[src/rtl/stage_sequencer_if.sv]
// Memory handshake and register-bank write port between stage_sequencer and its neighbours.
// master: the sequencer side; slave: the memories / register bank side.
interface stage_sequencer_if;
    logic       imem_req;
    logic       imem_ready;
    logic       dmem_req;
    logic       dmem_we;
    logic       dmem_ready;
    logic       rf_we;
    logic [4:0] rf_rd;
    logic       wb_sel;

    modport master (
        output imem_req,
        output dmem_req,
        output dmem_we,
        output rf_we,
        output rf_rd,
        output wb_sel,
        input  imem_ready,
        input  dmem_ready
    );

    modport slave (
        input  imem_req,
        input  dmem_req,
        input  dmem_we,
        input  rf_we,
        input  rf_rd,
        input  wb_sel,
        output imem_ready,
        output dmem_ready
    );
endinterface

[src/rtl/stage_sequencer.sv]
// Multi-cycle FETCH/DECODE/EXEC/MEM/WB sequencer for the TP2 RV32I core.
// Optional STAGE_SEQ_TIMEOUT_EN adds a wait-cycle watchdog on FETCH and MEM.
module stage_sequencer #(
    parameter int unsigned MEM_TIMEOUT = 15
) (
    input  logic                     stage_clk,
    input  logic                     reset,
    input  logic                     run,
    input  logic                     is_load,
    input  logic                     is_store,
    input  logic                     reg_write,
    input  logic [4:0]               rd,
    stage_sequencer_if.master        bus,
    output logic                     fetch_en,
    output logic                     decode_en,
    output logic                     exec_en,
    output logic                     mem_en,
    output logic                     wb_en,
    output logic                     pc_en,
    output logic                     busy,
    output logic                     fault,
    output logic [31:0]              instr_count
);

    typedef enum logic [2:0] {
        ST_IDLE   = 3'd0,
        ST_FETCH  = 3'd1,
        ST_DECODE = 3'd2,
        ST_EXEC   = 3'd3,
        ST_MEM    = 3'd4,
        ST_WB     = 3'd5,
        ST_FAULT  = 3'd6
    } state_t;

    state_t      state_r;
    state_t      next_state_s;
    logic        load_r;
    logic        store_r;
    logic        write_r;
    logic [4:0]  rd_r;
    logic [31:0] count_r;
    logic        timeout_s;

    if ((MEM_TIMEOUT < 1) || (MEM_TIMEOUT > 255)) begin : g_bad_timeout
        $error("stage_sequencer: MEM_TIMEOUT must be in 1..255");
    end

`ifdef STAGE_SEQ_TIMEOUT_EN
    localparam logic [7:0] TIMEOUT_LIMIT = 8'(MEM_TIMEOUT);

    logic [7:0] wait_cnt_r;
    logic       waiting_s;

    // Flags a cycle spent in FETCH or MEM with the relevant ready low.
    always_comb begin
        waiting_s = 1'b0;
        if (state_r == ST_FETCH) begin
            waiting_s = ~bus.imem_ready;
        end else if (state_r == ST_MEM) begin
            waiting_s = ~bus.dmem_ready;
        end else begin
            waiting_s = 1'b0;
        end
    end

    // Limit reached with ready still low; a ready in that same cycle wins.
    assign timeout_s = waiting_s & (wait_cnt_r >= TIMEOUT_LIMIT);

    // Counts consecutive not-ready cycles; any other cycle clears it, so it restarts on entry.
    always_ff @(posedge stage_clk or posedge reset) begin
        if (reset) begin
            wait_cnt_r <= 8'd0;
        end else if (waiting_s && !timeout_s) begin
            wait_cnt_r <= wait_cnt_r + 8'd1;
        end else begin
            wait_cnt_r <= 8'd0;
        end
    end
`else
    assign timeout_s = 1'b0;
`endif

    // State register.
    always_ff @(posedge stage_clk or posedge reset) begin
        if (reset) begin
            state_r <= ST_IDLE;
        end else begin
            state_r <= next_state_s;
        end
    end

    // Next-state logic; decode flags are checked raw here because the latches update on this edge.
    always_comb begin
        next_state_s = state_r;
        case (state_r)
            ST_IDLE: begin
                if (run) begin
                    next_state_s = ST_FETCH;
                end else begin
                    next_state_s = ST_IDLE;
                end
            end
            ST_FETCH: begin
                if (bus.imem_ready) begin
                    next_state_s = ST_DECODE;
                end else if (timeout_s) begin
                    next_state_s = ST_FAULT;
                end else begin
                    next_state_s = ST_FETCH;
                end
            end
            ST_DECODE: begin
                if (is_load && is_store) begin
                    next_state_s = ST_FAULT;
                end else begin
                    next_state_s = ST_EXEC;
                end
            end
            ST_EXEC: begin
                if (load_r || store_r) begin
                    next_state_s = ST_MEM;
                end else begin
                    next_state_s = ST_WB;
                end
            end
            ST_MEM: begin
                if (bus.dmem_ready) begin
                    next_state_s = ST_WB;
                end else if (timeout_s) begin
                    next_state_s = ST_FAULT;
                end else begin
                    next_state_s = ST_MEM;
                end
            end
            ST_WB: begin
                if (run) begin
                    next_state_s = ST_FETCH;
                end else begin
                    next_state_s = ST_IDLE;
                end
            end
            ST_FAULT: begin
                next_state_s = ST_FAULT;
            end
            default: begin
                next_state_s = ST_FAULT;
            end
        endcase
    end

    // Decoder flags captured once per instruction, held until the next DECODE.
    always_ff @(posedge stage_clk or posedge reset) begin
        if (reset) begin
            load_r  <= 1'b0;
            store_r <= 1'b0;
            write_r <= 1'b0;
            rd_r    <= 5'd0;
        end else if (state_r == ST_DECODE) begin
            load_r  <= is_load;
            store_r <= is_store;
            write_r <= reg_write;
            rd_r    <= rd;
        end else begin
            load_r  <= load_r;
            store_r <= store_r;
            write_r <= write_r;
            rd_r    <= rd_r;
        end
    end

    // Retired-instruction counter, bumped on the edge that ends WB.
    always_ff @(posedge stage_clk or posedge reset) begin
        if (reset) begin
            count_r <= 32'd0;
        end else if (state_r == ST_WB) begin
            count_r <= count_r + 32'd1;
        end else begin
            count_r <= count_r;
        end
    end

    // Moore output decode from the state register and the DECODE latches.
    always_comb begin
        fetch_en     = 1'b0;
        decode_en    = 1'b0;
        exec_en      = 1'b0;
        mem_en       = 1'b0;
        wb_en        = 1'b0;
        pc_en        = 1'b0;
        busy         = 1'b1;
        fault        = 1'b0;
        bus.imem_req = 1'b0;
        bus.dmem_req = 1'b0;
        bus.dmem_we  = 1'b0;
        bus.rf_we    = 1'b0;
        bus.wb_sel   = 1'b0;
        case (state_r)
            ST_IDLE: begin
                busy = 1'b0;
            end
            ST_FETCH: begin
                fetch_en     = 1'b1;
                bus.imem_req = 1'b1;
            end
            ST_DECODE: begin
                decode_en = 1'b1;
            end
            ST_EXEC: begin
                exec_en = 1'b1;
            end
            ST_MEM: begin
                mem_en       = 1'b1;
                bus.dmem_req = 1'b1;
                bus.dmem_we  = store_r;
            end
            ST_WB: begin
                wb_en      = 1'b1;
                pc_en      = 1'b1;
                bus.wb_sel = load_r;
                // x0 is hardwired to zero, so a write to it is never issued.
                bus.rf_we  = write_r & (rd_r != 5'd0);
            end
            ST_FAULT: begin
                busy  = 1'b0;
                fault = 1'b1;
            end
            default: begin
                busy  = 1'b0;
                fault = 1'b1;
            end
        endcase
    end

    assign bus.rf_rd   = rd_r;
    assign instr_count = count_r;

endmodule
[src/flat_wrapper.sv]
// flat-port wrapper written by rule: the top's interface ports become plain ports
module stage_sequencer_flat 
#(
    parameter int unsigned MEM_TIMEOUT = 15
)
  (stage_clk, reset, run, is_load, is_store, reg_write, rd, fetch_en, decode_en, exec_en, mem_en, wb_en, pc_en, busy, fault, instr_count, bus_imem_req, bus_dmem_req, bus_dmem_we, bus_rf_we, bus_rf_rd, bus_wb_sel, bus_imem_ready, bus_dmem_ready);
  stage_sequencer_if bus_i ();
  input  logic stage_clk;
  input  logic reset;
  input  logic run;
  input  logic is_load;
  input  logic is_store;
  input  logic reg_write;
  input  logic [4:0] rd;
  output logic fetch_en;
  output logic decode_en;
  output logic exec_en;
  output logic mem_en;
  output logic wb_en;
  output logic pc_en;
  output logic busy;
  output logic fault;
  output logic [31:0] instr_count;
  output wire logic [$bits(bus_i.imem_req)-1:0] bus_imem_req;
  output wire logic [$bits(bus_i.dmem_req)-1:0] bus_dmem_req;
  output wire logic [$bits(bus_i.dmem_we)-1:0] bus_dmem_we;
  output wire logic [$bits(bus_i.rf_we)-1:0] bus_rf_we;
  output wire logic [$bits(bus_i.rf_rd)-1:0] bus_rf_rd;
  output wire logic [$bits(bus_i.wb_sel)-1:0] bus_wb_sel;
  input wire logic [$bits(bus_i.imem_ready)-1:0] bus_imem_ready;
  input wire logic [$bits(bus_i.dmem_ready)-1:0] bus_dmem_ready;
  assign bus_imem_req = bus_i.imem_req;
  assign bus_dmem_req = bus_i.dmem_req;
  assign bus_dmem_we = bus_i.dmem_we;
  assign bus_rf_we = bus_i.rf_we;
  assign bus_rf_rd = bus_i.rf_rd;
  assign bus_wb_sel = bus_i.wb_sel;
  assign bus_i.imem_ready = bus_imem_ready;
  assign bus_i.dmem_ready = bus_dmem_ready;
  stage_sequencer #(.MEM_TIMEOUT(MEM_TIMEOUT)) u_core (.stage_clk(stage_clk), .reset(reset), .run(run), .is_load(is_load), .is_store(is_store), .reg_write(reg_write), .rd(rd), .bus(bus_i), .fetch_en(fetch_en), .decode_en(decode_en), .exec_en(exec_en), .mem_en(mem_en), .wb_en(wb_en), .pc_en(pc_en), .busy(busy), .fault(fault), .instr_count(instr_count));
endmodule
[config.mk]
export PLATFORM = sky130hd
export DESIGN_NAME = stage_sequencer_flat
export DESIGN_NICKNAME = d
export VERILOG_FILES = /design/src/rtl/stage_sequencer_if.sv /design/src/rtl/stage_sequencer.sv /design/src/flat_wrapper.sv
export SDC_FILE = /design/constraint.sdc
export NUM_CORES = 1
export LEC_CHECK = 0
export BUFFER_PORTS_ARGS = -buffer_cell sky130_fd_sc_hd__buf_4
export CORE_UTILIZATION = 51
export CTS_CLUSTER_SIZE = 8
export DETAILED_ROUTE_END_ITERATION = 7
export PLACE_DENSITY = 0.77
export SYNTH_ARGS = -nofsm -noshare
export SYNTH_HDL_FRONTEND = slang
export SYNTH_SLANG_ARGS = --single-unit
[constraint.sdc]
create_clock -name stage_clk -period 1.9 [get_ports stage_clk]
set_clock_uncertainty 0.05 [all_clocks]
set_input_delay 0.38 -clock stage_clk [delete_from_list [all_inputs] [get_ports stage_clk]]
set_output_delay 0.38 -clock stage_clk [all_outputs]
set_load 0.03 [all_outputs]
==> impl_metrics.json, run 1 <==
{
  "routed_via_density": 5.26,
  "syn_area_sq_um": 2090,
  "clk_pin_slew_ns": 0.08,
  "routabilityCongestion": 0.740,
  "holdBufCountCts": 0,
  "num_vias": 1556,
  "dp_hpwl_mm": 3.00,
  "period_share_pct": 100,
  "required_ns": 1.47,
  "first_pass_iters": 4,
  "post-route-min-period_ns": 1.91,
  "critPathCapture": "bus_rf_we",
  "drt-total-wl_mm": 4.14,
  "crit_type": "flop to output port",
  "dieArea_sq_um": 4360,
  "avgSynthCellArea_sq_um": 11.9,
  "die_h_um": 66.0,
  "status": "complete, but fails checks",
  "p_total_w": 0.00326,
  "power_density_nw_per_um2": 1190,
  "critPathCaptureType": "output port",
  "synthTopCellsByArea": "dfrtp_1 (51%), xnor2_1 (12%), mux2_2 (4.9%), nand3_1 (3.6%), nor4_4 (3.1%)",
  "setup_viol": 1,
  "synth_top_area_cell": "dfrtp_1",
  "rsz0062_at_grt": "yes",
  "cp_data_arrival_time_ns": 1.48,
  "netlist_instances": 175,
  "drc_errors": 0,
  "cts-root-buf": "clkbuf_8",
  "maxSlewViolCount": 0,
  "maxCapViolations": 0,
  "yosys_most_used_dff": "dfrtp_1",
  "port_buffers": 62,
  "clk_latency_ns": 0.30,
  "yosys.area.top_type_share_pct": 51.5,
  "syn-num-nets": 189,
  "cts_buffer_depth": 2,
  "numCtsBuffers": 5,
  "synthArstFlopShare_pct": 100,
  "ys_ff_latch": 43,
  "clkSinkCount": 43,
  "tightest_slew_ns": 0.535,
  "r2r_cells": 6,
  "yosysWarnings": 0,
  "fin_ws_ns": -0.00746,
  "grt_util_all_layers_pct": 21.1,
  "ant_nets": 0,
  "max_freq_ghz": 0.524,
  "leakagePower_nw": 1.39,
  "cp-start-kind": "flop",
  "grt_pass1_wl_mm": 6.86,
  "slew_headroom_pct": 64.3,
  "wl_per_cell_um": 14.0,
  "synth_edf_count": 0,
  "hp-class": "input pin to async pin",
  "n_antenna_cell": 0,
  "antenna_found_initial": 0,
  "violations": "setup timing",
  "timing.rr.start": "u_core.instr_count[1]$_DFFE_PP0P_",
  "grt_max_degree": 44,
  "syn2layout_area_growth_pct": 31.3,
  "h-tree-depth": 2,
  "coreArea_sq_um": 3800,
  "fill_cells": 302,
  "nets": 261,
  "pin_count": 63,
  "grt_pass1_vias": 1516,
  "place_area_sq_um": 2610,
  "yosys.cell_types.count": 36,
  "rows": 22,
  "fin_area_sq_um": 2740,
  "r2r_end": "u_core.instr_count[12]$_DFFE_PP0P_",
  "ir_drop_mv": 1.17,
  "finalHoldViolCount": 0,
  "overflow": 0,
  "initial_core_util_pct": 55.0,
  "startpoint": "u_core.bus.rf_rd[0]$_DFFE_PP0N_",
  "drive_above_1_share_pct": 43.5,
  "worstPathMaxFanout": 2,
  "cts_tree": "done",
  "drt_iter0_drc": 94,
  "die_x_um": 66.0,
  "tns_ns": -0.00746,
  "reg2reg_slack_ns": 0.22,
  "yosysSeqAreaShare_pct": 51.5
}
Yosys cell counts (all sizes together) (2+ instances only):
| master | number |
|---|---|
| a21oi | 2 |
| nand4 | 10 |
| and2 | 2 |
| xnor2 | 28 |
| and3 | 5 |
| buf | 8 |
| nand3 | 15 |
| dfrtp | 43 |
| inv | 6 |
| nor3 | 3 |
| xor2 | 3 |
| and4 | 3 |
| nand2 | 10 |
| nor4 | 3 |
| mux2 | 9 |
| nor2 | 11 |
worst min-delay path by stage:
stage                                            start                                 end  slack [ns]  cells after the start
global route                                     reset   u_core.instr_count[9]$_DFFE_PP0P_        0.22                      3
finish                                           reset     u_core.bus.rf_rd[0]$_DFFE_PP0N_        0.17                      3
detailed placement  u_core.instr_count[31]$_DFFE_PP0P_  u_core.instr_count[31]$_DFFE_PP0P_        0.42                      1
CTS                                              reset           u_core.load_r$_DFFE_PP0N_        0.19                      3
floorplan                   u_core.write_r$_DFFE_PP0N_          u_core.write_r$_DFFE_PP0N_        0.43                      1
global placement    u_core.instr_count[31]$_DFFE_PP0P_  u_core.instr_count[31]$_DFFE_PP0P_        0.42                      1
flip-flops by register name, summed over array words and instances, names as in the netlist:
name and flops:
u_core.bus.rf_rd 5, u_core.store_r 1, u_core.state_r 3, u_core.write_r 1, u_core.load_r 1, u_core.instr_count 32
layout by cell type, fill, tap and decap left out, types with 2 or more instances in the layout:
| master | netlist | layout |
|---|---|---|
| buf_4 | 4 | 71 |
| dfrtp_1 | 43 | 40 |
| xnor2_1 | 28 | 28 |
| nand3_1 | 15 | 15 |
| nand2_1 | 10 | 10 |
| nor2_1 | 11 | 9 |
| mux2_2 | 9 | 9 |
| nand4_1 | 7 | 7 |
| inv_1 | 6 | 5 |
| and3_1 | 5 | 5 |
| clkbuf_8 | 0 | 5 |
| nor4_4 | 3 | 3 |
| xor2_1 | 3 | 3 |
| dfrtp_2 | 0 | 3 |
| nand4_2 | 2 | 2 |
| and4_1 | 2 | 2 |
| nor3_4 | 1 | 2 |
| nor2_2 | 0 | 2 |
| a21oi_1 | 2 | 2 |
| and2_1 | 2 | 2 |
| buf_6 | 3 | 2 |
logic make-up (layout without fill, tap and decap cells):
| group | Yosys count | count (layout) | synth area share (%) |
|---|---|---|---|
| flip-flops | 43 | 43 | 51.5 |
| adder cells (fa/ha/maj) | 1 | 1 | 0.599 |
| AND/OR/NAND/NOR | 68 | 68 | 22.8 |
| buffers and inverters | 14 | 87 | 4.37 |
| AO/OA/AOI/OAI | 9 | 9 | 2.93 |
| XOR/XNOR | 31 | 31 | 13.0 |
| multiplexers | 9 | 9 | 4.85 |
per-stage QoR:
stage | hold slack (ns) | setup WS [ns] | util (%) | cells
CTS | 0.186 | -0.0224 | 71.5 | 295
finish | 0.165 | -0.00746 | 72.2 | 296
detailed placement | 0.420 | 0.206 | 68.7 | 285
global placement | 0.418 | 0.230 | 68.7 | 285
floorplan | 0.431 | 0.0200 | - | 175
global route | 0.215 | -0.0548 | 72.2 | 296
report_power, final:
part	internal (W)	switching, W	total, W
clock network	0.000257	0.000314	0.000571
logic	0.000616	0.000819	0.00143
registers	0.00108	0.000173	0.00126
worst max-delay path, stage by stage, from the launching register on:
cell     delay [ns]
dfrtp_1        0.38
or3_1          0.36
o311a_1        0.31
buf_6          0.14
cell type report:
class                   instances  area [sq um]  share of cell area, %
flip-flops and latches         43          1080                   39.4
multi-input cells             118           941                   34.3
repair buffers                 73           556                   20.2
clock buffers                   6          72.6                   2.64
well taps                      48          60.1                   2.19
inverters                       6          22.5                  0.821
clock inverters                 2          12.5                  0.456
timing repair:
item / CTS / global route
resized for setup: 2 / 8
setup endpoints to repair: 2 / 7
buffers inserted: 2 / 1
per-layer routing:
| layer | track usage, % | vias to the layer above | wire length, um |
|---|---|---|---|
| li1 | - | 748 | - |
| met1 | 26.5 | 744 | 1790 |
| met2 | 34.8 | 57 | 2000 |
| met3 | 6.03 | 7 | 284 |
| met4 | 7.18 | 0 | 58 |
| met5 | 0 | - | 0 |
(Power assumes the default switching activity.)
==> run 2, diff against run 1 <==
--- a/config.mk
+++ b/config.mk
@@ -6,6 +6,7 @@
 export NUM_CORES = 1
 export LEC_CHECK = 0
 export BUFFER_PORTS_ARGS = -buffer_cell sky130_fd_sc_hd__buf_4
+export CORE_ASPECT_RATIO = 1.4
 export CORE_UTILIZATION = 51
 export CTS_CLUSTER_SIZE = 8
 export DETAILED_ROUTE_END_ITERATION = 7
==> constraint.sdc (replaced) <==
create_clock -name stage_clk -period 1.9 [get_ports stage_clk]
set_clock_uncertainty 0.05 [all_clocks]
set_input_delay 0.285 -clock stage_clk [delete_from_list [all_inputs] [get_ports stage_clk]]
set_output_delay 0.285 -clock stage_clk [all_outputs]
set_load 0.03 [all_outputs]
==> run 2 against run 1 <==
Effect of this change: the run now ends clean; non-clock buffer count fell by 1; critical path depth did not move; routed wire length shrank 6.9%.
==> impl_metrics.json, run 2 (synthesized netlist as in run 1, its figures left out) <==
{
  "slew_headroom_pct": 65.0,
  "required_ns": 1.56,
  "maxCapViolations": 0,
  "drt_iter0_drc": 27,
  "ant_nets": 0,
  "clkSinkCount": 43,
  "status": "completed",
  "initial_core_util_pct": 53.3,
  "nets": 260,
  "drive_above_1_share_pct": 40.5,
  "rsz0062_at_grt": "no",
  "setup_viol": 0,
  "worstPathMaxFanout": 3,
  "timing.rr.start": "u_core.instr_count[0]$_DFFE_PP0P_",
  "crit_type": "flop to output port",
  "startpoint": "u_core.bus.rf_rd[0]$_DFFE_PP0N_",
  "coreArea_sq_um": 3920,
  "fin_cells": 290,
  "r2r_end": "u_core.instr_count[12]$_DFFE_PP0P_",
  "cp-start-kind": "flop",
  "antenna_found_initial": 0,
  "largest_register_ffs": 32,
  "reg2reg_slack_ns": 0.22,
  "port_buffers": 62,
  "grt_util_all_layers_pct": 18.6,
  "mostFrequentLayoutCells": "buf_4 (72), dfrtp_1 (42), xnor2_1 (28), nand3_1 (15), nor2_1 (11)",
  "drc_errors": 0,
  "layout_commonest_cell": "buf_4",
  "fin_area_sq_um": 2700,
  "fill_cells": 323,
  "first_pass_iters": 4,
  "cts_tree": "done",
  "leakagePower_nw": 1.38,
  "overflow": 0,
  "critPathCapture": "bus_rf_we",
  "p_total_w": 0.00314,
  "tightest_slew_ns": 0.526,
  "ir_drop_mv": 1.05,
  "routabilityCongestion": 0.724,
  "hp-class": "input pin to async pin",
  "rows": 27,
  "wl_per_cell_um": 13.3,
  "finalHoldViolCount": 0,
  "cts-root-buf": "clkbuf_8",
  "routed_via_density": 5.33,
  "grt_pass1_wl_mm": 6.46,
  "syn2layout_area_growth_pct": 29.3,
  "numCtsBuffers": 5,
  "n_antenna_cell": 0,
  "period_share_pct": 96.8,
  "power_density_nw_per_um2": 1160,
  "critPathCaptureType": "output port",
  "dp.cells": 279,
  "max_freq_ghz": 0.544,
  "die_x_um": 56.1,
  "r2r_cells": 6,
  "post-route-min-period_ns": 1.84,
  "dp_hpwl_mm": 2.80,
  "place_area_sq_um": 2600,
  "dieArea_sq_um": 4360,
  "grt_max_degree": 44,
  "cp_data_arrival_time_ns": 1.50,
  "clk_latency_ns": 0.28,
  "die_h_um": 77.7,
  "tns_ns": 0,
  "clk_pin_slew_ns": 0.08,
  "drt-total-wl_mm": 3.85,
  "num_vias": 1546,
  "maxSlewViolCount": 0,
  "grt_pass1_vias": 1474,
  "h-tree-depth": 2,
  "pin_count": 63,
  "cts_buffer_depth": 2
}
==> run 2: worst min path at each step <==
stage                                            endpoint  slack (ns)  cells after the start
after global routing      u_core.bus.rf_rd[0]$_DFFE_PP0N_        0.13                      3
after floorplan               u_core.state_r[1]$_DFF_PP0_        0.38                      2
final                     u_core.bus.rf_rd[1]$_DFFE_PP0N_        0.09                      3
after global placement    u_core.bus.rf_rd[2]$_DFFE_PP0N_        0.41                      3
after CTS                 u_core.bus.rf_rd[0]$_DFFE_PP0N_        0.10                      3
after detailed placement  u_core.bus.rf_rd[3]$_DFFE_PP0N_        0.41                      3
==> run 2: final cells by class <==
type                    count  area (sq um)  share of cell area, %
well taps                  43          53.8                   1.99
clock inverters             1          5.00                  0.185
repair buffers             72           541                   20.0
inverters                   6          22.5                  0.833
clock buffers               7          76.3                   2.82
flip-flops and latches     43          1080                   39.9
multi-input cells         118           927                   34.3
==> run 2: timing repair <==
action / CTS / global route
endpoints found under the setup margin: 4 / 1
pin swaps: 0 / 1
hold buffers: 0 / 0
setup buffers: 0 / 3
endpoints found under the hold margin: 0 / 0
resized for setup: 1 / 0
==> run 2: per-layer routing <==
layer	part of all wire, %	wire length (um)	GRT usage (%)	vias up
met5	0	0	0	-
met4	2.3	87	6.34	0
met3	4.9	187	4.33	9
met2	52	1990	32.7	45
met1	41	1590	22.0	747
li1	-	-	-	745
==> run 2: where the power goes <==
part | internal (W) | switching (W)
logic | 0.000566 | 0.000765
clock network | 0.000258 | 0.000281
registers | 0.00108 | 0.000187
==> run 2: worst max-delay path: stages, from the launching register on <==
cell	delay (ns)
dfrtp_1	0.39
or3_1	0.37
o311a_1	0.29
buf_4	0.17
==> run 2: stage by stage <==
stage	hold slack (ns)	worst slack [ns]	util [%]
after floorplan	0.380	0.114	-
after global placement	0.408	0.231	66.3
after detailed placement	0.413	0.171	66.3
after CTS	0.102	0.00448	68.4
after global routing	0.130	0.00842	69.0
final	0.0856	0.0608	69.0
==> run 3, diff against run 2 <==
--- a/config.mk
+++ b/config.mk
@@ -7,10 +7,10 @@
 export LEC_CHECK = 0
 export BUFFER_PORTS_ARGS = -buffer_cell sky130_fd_sc_hd__buf_4
 export CORE_ASPECT_RATIO = 1.4
-export CORE_UTILIZATION = 51
+export CORE_UTILIZATION = 46
 export CTS_CLUSTER_SIZE = 8
 export DETAILED_ROUTE_END_ITERATION = 7
-export PLACE_DENSITY = 0.77
+export PLACE_DENSITY = 0.73
 export SYNTH_ARGS = -nofsm -noshare
 export SYNTH_HDL_FRONTEND = slang
 export SYNTH_SLANG_ARGS = --single-unit
==> constraint.sdc (replaced) <==
create_clock -name stage_clk -period 1.6 [get_ports stage_clk]
set_clock_uncertainty 0.05 [all_clocks]
set_input_delay 0.24 -clock stage_clk [delete_from_list [all_inputs] [get_ports stage_clk]]
set_output_delay 0.24 -clock stage_clk [all_outputs]
set_load 0.03 [all_outputs]
==> run 3 against run 2 <==
Effect of this change: the flow now finishes with violations (setup timing); count of clock-buffer cells in the layout unchanged; clock power increased by 52%; cell count increased by 16%; hold slack improved by 0.038 ns; critical path depth unchanged; largest power group unchanged; non-clock buffer count increased by 29.
==> impl_metrics.json, run 3 (synthesized netlist as in run 1, its figures left out) <==
{
  "status": "complete, but fails checks",
  "violations": "setup timing",
  "drc_errors": 0,
  "hp-class": "input pin to flop",
  "clockPowerShare_pct": 16.8,
  "rsz0062_at_grt": "yes",
  "initial_core_util_pct": 48.5,
  "p_total_w": 0.00488,
  "maxCapViolations": 0,
  "maxSlewViolCount": 0,
  "drt_iter0_drc": 65,
  "layout_commonest_cell": "buf_4",
  "num_vias": 1709,
  "routabilityCongestion": 0.761,
  "slew_headroom_pct": 67.1,
  "dp_hpwl_mm": 3.09,
  "cts_tree": "done",
  "drt-total-wl_mm": 5.11,
  "rows": 28,
  "setup_viol": 7,
  "switching_share_pct": 37.1,
  "leakagePower_nw": 1.60,
  "grt_pass1_vias": 1597,
  "finalHoldViolCount": 0,
  "coreArea_sq_um": 4310,
  "grt_max_degree": 44,
  "cell_internal_pwr_w": 0.00307,
  "utilization_pct": 76.6,
  "die_h_um": 81.7,
  "crit_type": "flop to output port",
  "dieArea_sq_um": 4820,
  "overflow": 0,
  "routed_via_density": 5.09,
  "pin_count": 63,
  "ir_drop_mv": 1.19,
  "first_pass_iters": 4,
  "nets": 289,
  "worstPathMaxFanout": 2,
  "tightest_slew_ns": 0.492,
  "max_freq_ghz": 0.554,
  "mostFrequentLayoutCells": "buf_4 (75), xnor2_1 (26), dfrtp_2 (22), dfrtp_1 (21), buf_6 (18)",
  "h-tree-depth": 2,
  "cts_buffer_depth": 2,
  "clk_latency_ns": 0.29,
  "syn2layout_area_growth_pct": 58.0,
  "cp-start-kind": "flop",
  "numCtsBuffers": 5,
  "p_seq_share_pct": 31.1,
  "critPathCaptureType": "output port",
  "largest_register_ffs": 32,
  "comb_power_share_pct": 52.1,
  "fill_cells": 287,
  "cts-root-buf": "clkbuf_8",
  "cp_data_arrival_time_ns": 1.51,
  "period_share_pct": 113,
  "p_switching_w": 0.00181,
  "post-route-min-period_ns": 1.80,
  "worst_hold_path.num_cells": 2,
  "clk_pin_slew_ns": 0.08,
  "antenna_found_initial": 0,
  "required_ns": 1.31,
  "grt_util_all_layers_pct": 19.6,
  "tns_ns": -0.430,
  "dpl_worst_slack_ns": 0.0399,
  "fin_ws_ns": -0.205,
  "power_density_nw_per_um2": 1480,
  "n_antenna_cell": 0,
  "ant_nets": 0,
  "clkSinkCount": 43,
  "drive_above_1_share_pct": 60.9,
  "grt_pass1_wl_mm": 7.11,
  "port_buffers": 62,
  "r2r_cells": 6,
  "die_x_um": 59.0,
  "wl_per_cell_um": 15.2
}
[run 3: cell count changes in the layout (fill, tap and decap cells not counted), sizes merged]
| cell | delta |
|---|---|
| buf | +27 |
| bufinv | +1 |
| clkbuf | +1 |
| clkinv | -1 |
| dlygate4sd3 | +1 |
[run 3: worst paths after layout]
| check | slack [ns] | from | endpoint |
|---|---|---|---|
| worst min-delay path | 0.12 | reg_write | u_core.write_r$_DFFE_PP0N_ |
| worst max register to register | -0.03 | u_core.instr_count[2]$_DFFE_PP0P_ | u_core.instr_count[21]$_DFFE_PP0P_ |
| min in group asynchronous | 0.52 | reset | u_core.bus.rf_rd[4]$_DFFE_PP0N_ |
| worst max-delay path | -0.20 | u_core.bus.rf_rd[0]$_DFFE_PP0N_ | bus_rf_we |
| worst min register to register | 0.43 | u_core.instr_count[31]$_DFFE_PP0P_ | u_core.instr_count[31]$_DFFE_PP0P_ |
| max in group asynchronous | 0.75 | reset | u_core.instr_count[7]$_DFFE_PP0P_ |
[run 3: metrics by stage]
stage	cells	hold WS [ns]	instance area [sq um]
final	336	0.124	3300
after detailed placement	303	0.279	2770
after floorplan	175	0.335	2160
after CTS	322	0.116	3040
after global routing	336	0.116	3300
after global placement	303	0.277	2770
[run 3: cell type report]
type | instances | area, sq um | share of cell area, %
Multi-Input combinational cell | 118 | 1070 | 32.5
Tap cell | 60 | 75.1 | 2.27
Clock inverter | 1 | 30.0 | 0.909
Inverter | 6 | 27.5 | 0.834
Timing Repair Buffer | 101 | 916 | 27.7
Clock buffer | 7 | 76.3 | 2.31
Sequential cell | 43 | 1100 | 33.4
[run 3: layer usage]
layer / wire length, um / GRT usage (%) / up-vias
met3: 268 / 5.51 / 6
met4: 70 / 5.95 / 0
met1: 1910 / 22.7 / 838
met2: 2860 / 34.7 / 58
li1: - / - / 807
met5: 0 / 0 / -
[run 3: worst max-delay path, stage by stage (launching register included)]
cell	delay, ns
dfrtp_1	0.39
or3_4	0.39
o311a_1	0.30
buf_6	0.14
[run 3: power groups by stage]
| stage | registers (W) | logic, W | clock network (W) |
|---|---|---|---|
| final | 0.00152 | 0.00254 | 0.000818 |
| after floorplan | 0.00168 | 0.00103 | 0 |
| after global placement | 0.00151 | 0.00176 | 0 |
| after global routing | 0.00154 | 0.00267 | 0.000879 |
| after CTS | 0.00151 | 0.00213 | 0.000834 |
| after detailed placement | 0.00152 | 0.00178 | 0 |
[run 3: repair_timing]
| action | CTS | global route |
|---|---|---|
| gates cloned | 0 | 1 |
| resized for setup | 24 | 31 |
| hold buffers | 1 | 0 |
| buffers inserted | 10 | 14 |
| pin swaps | 3 | 16 |
| hold endpoints to repair | 43 | 0 |
| endpoints found under the setup margin | 11 | 34 |
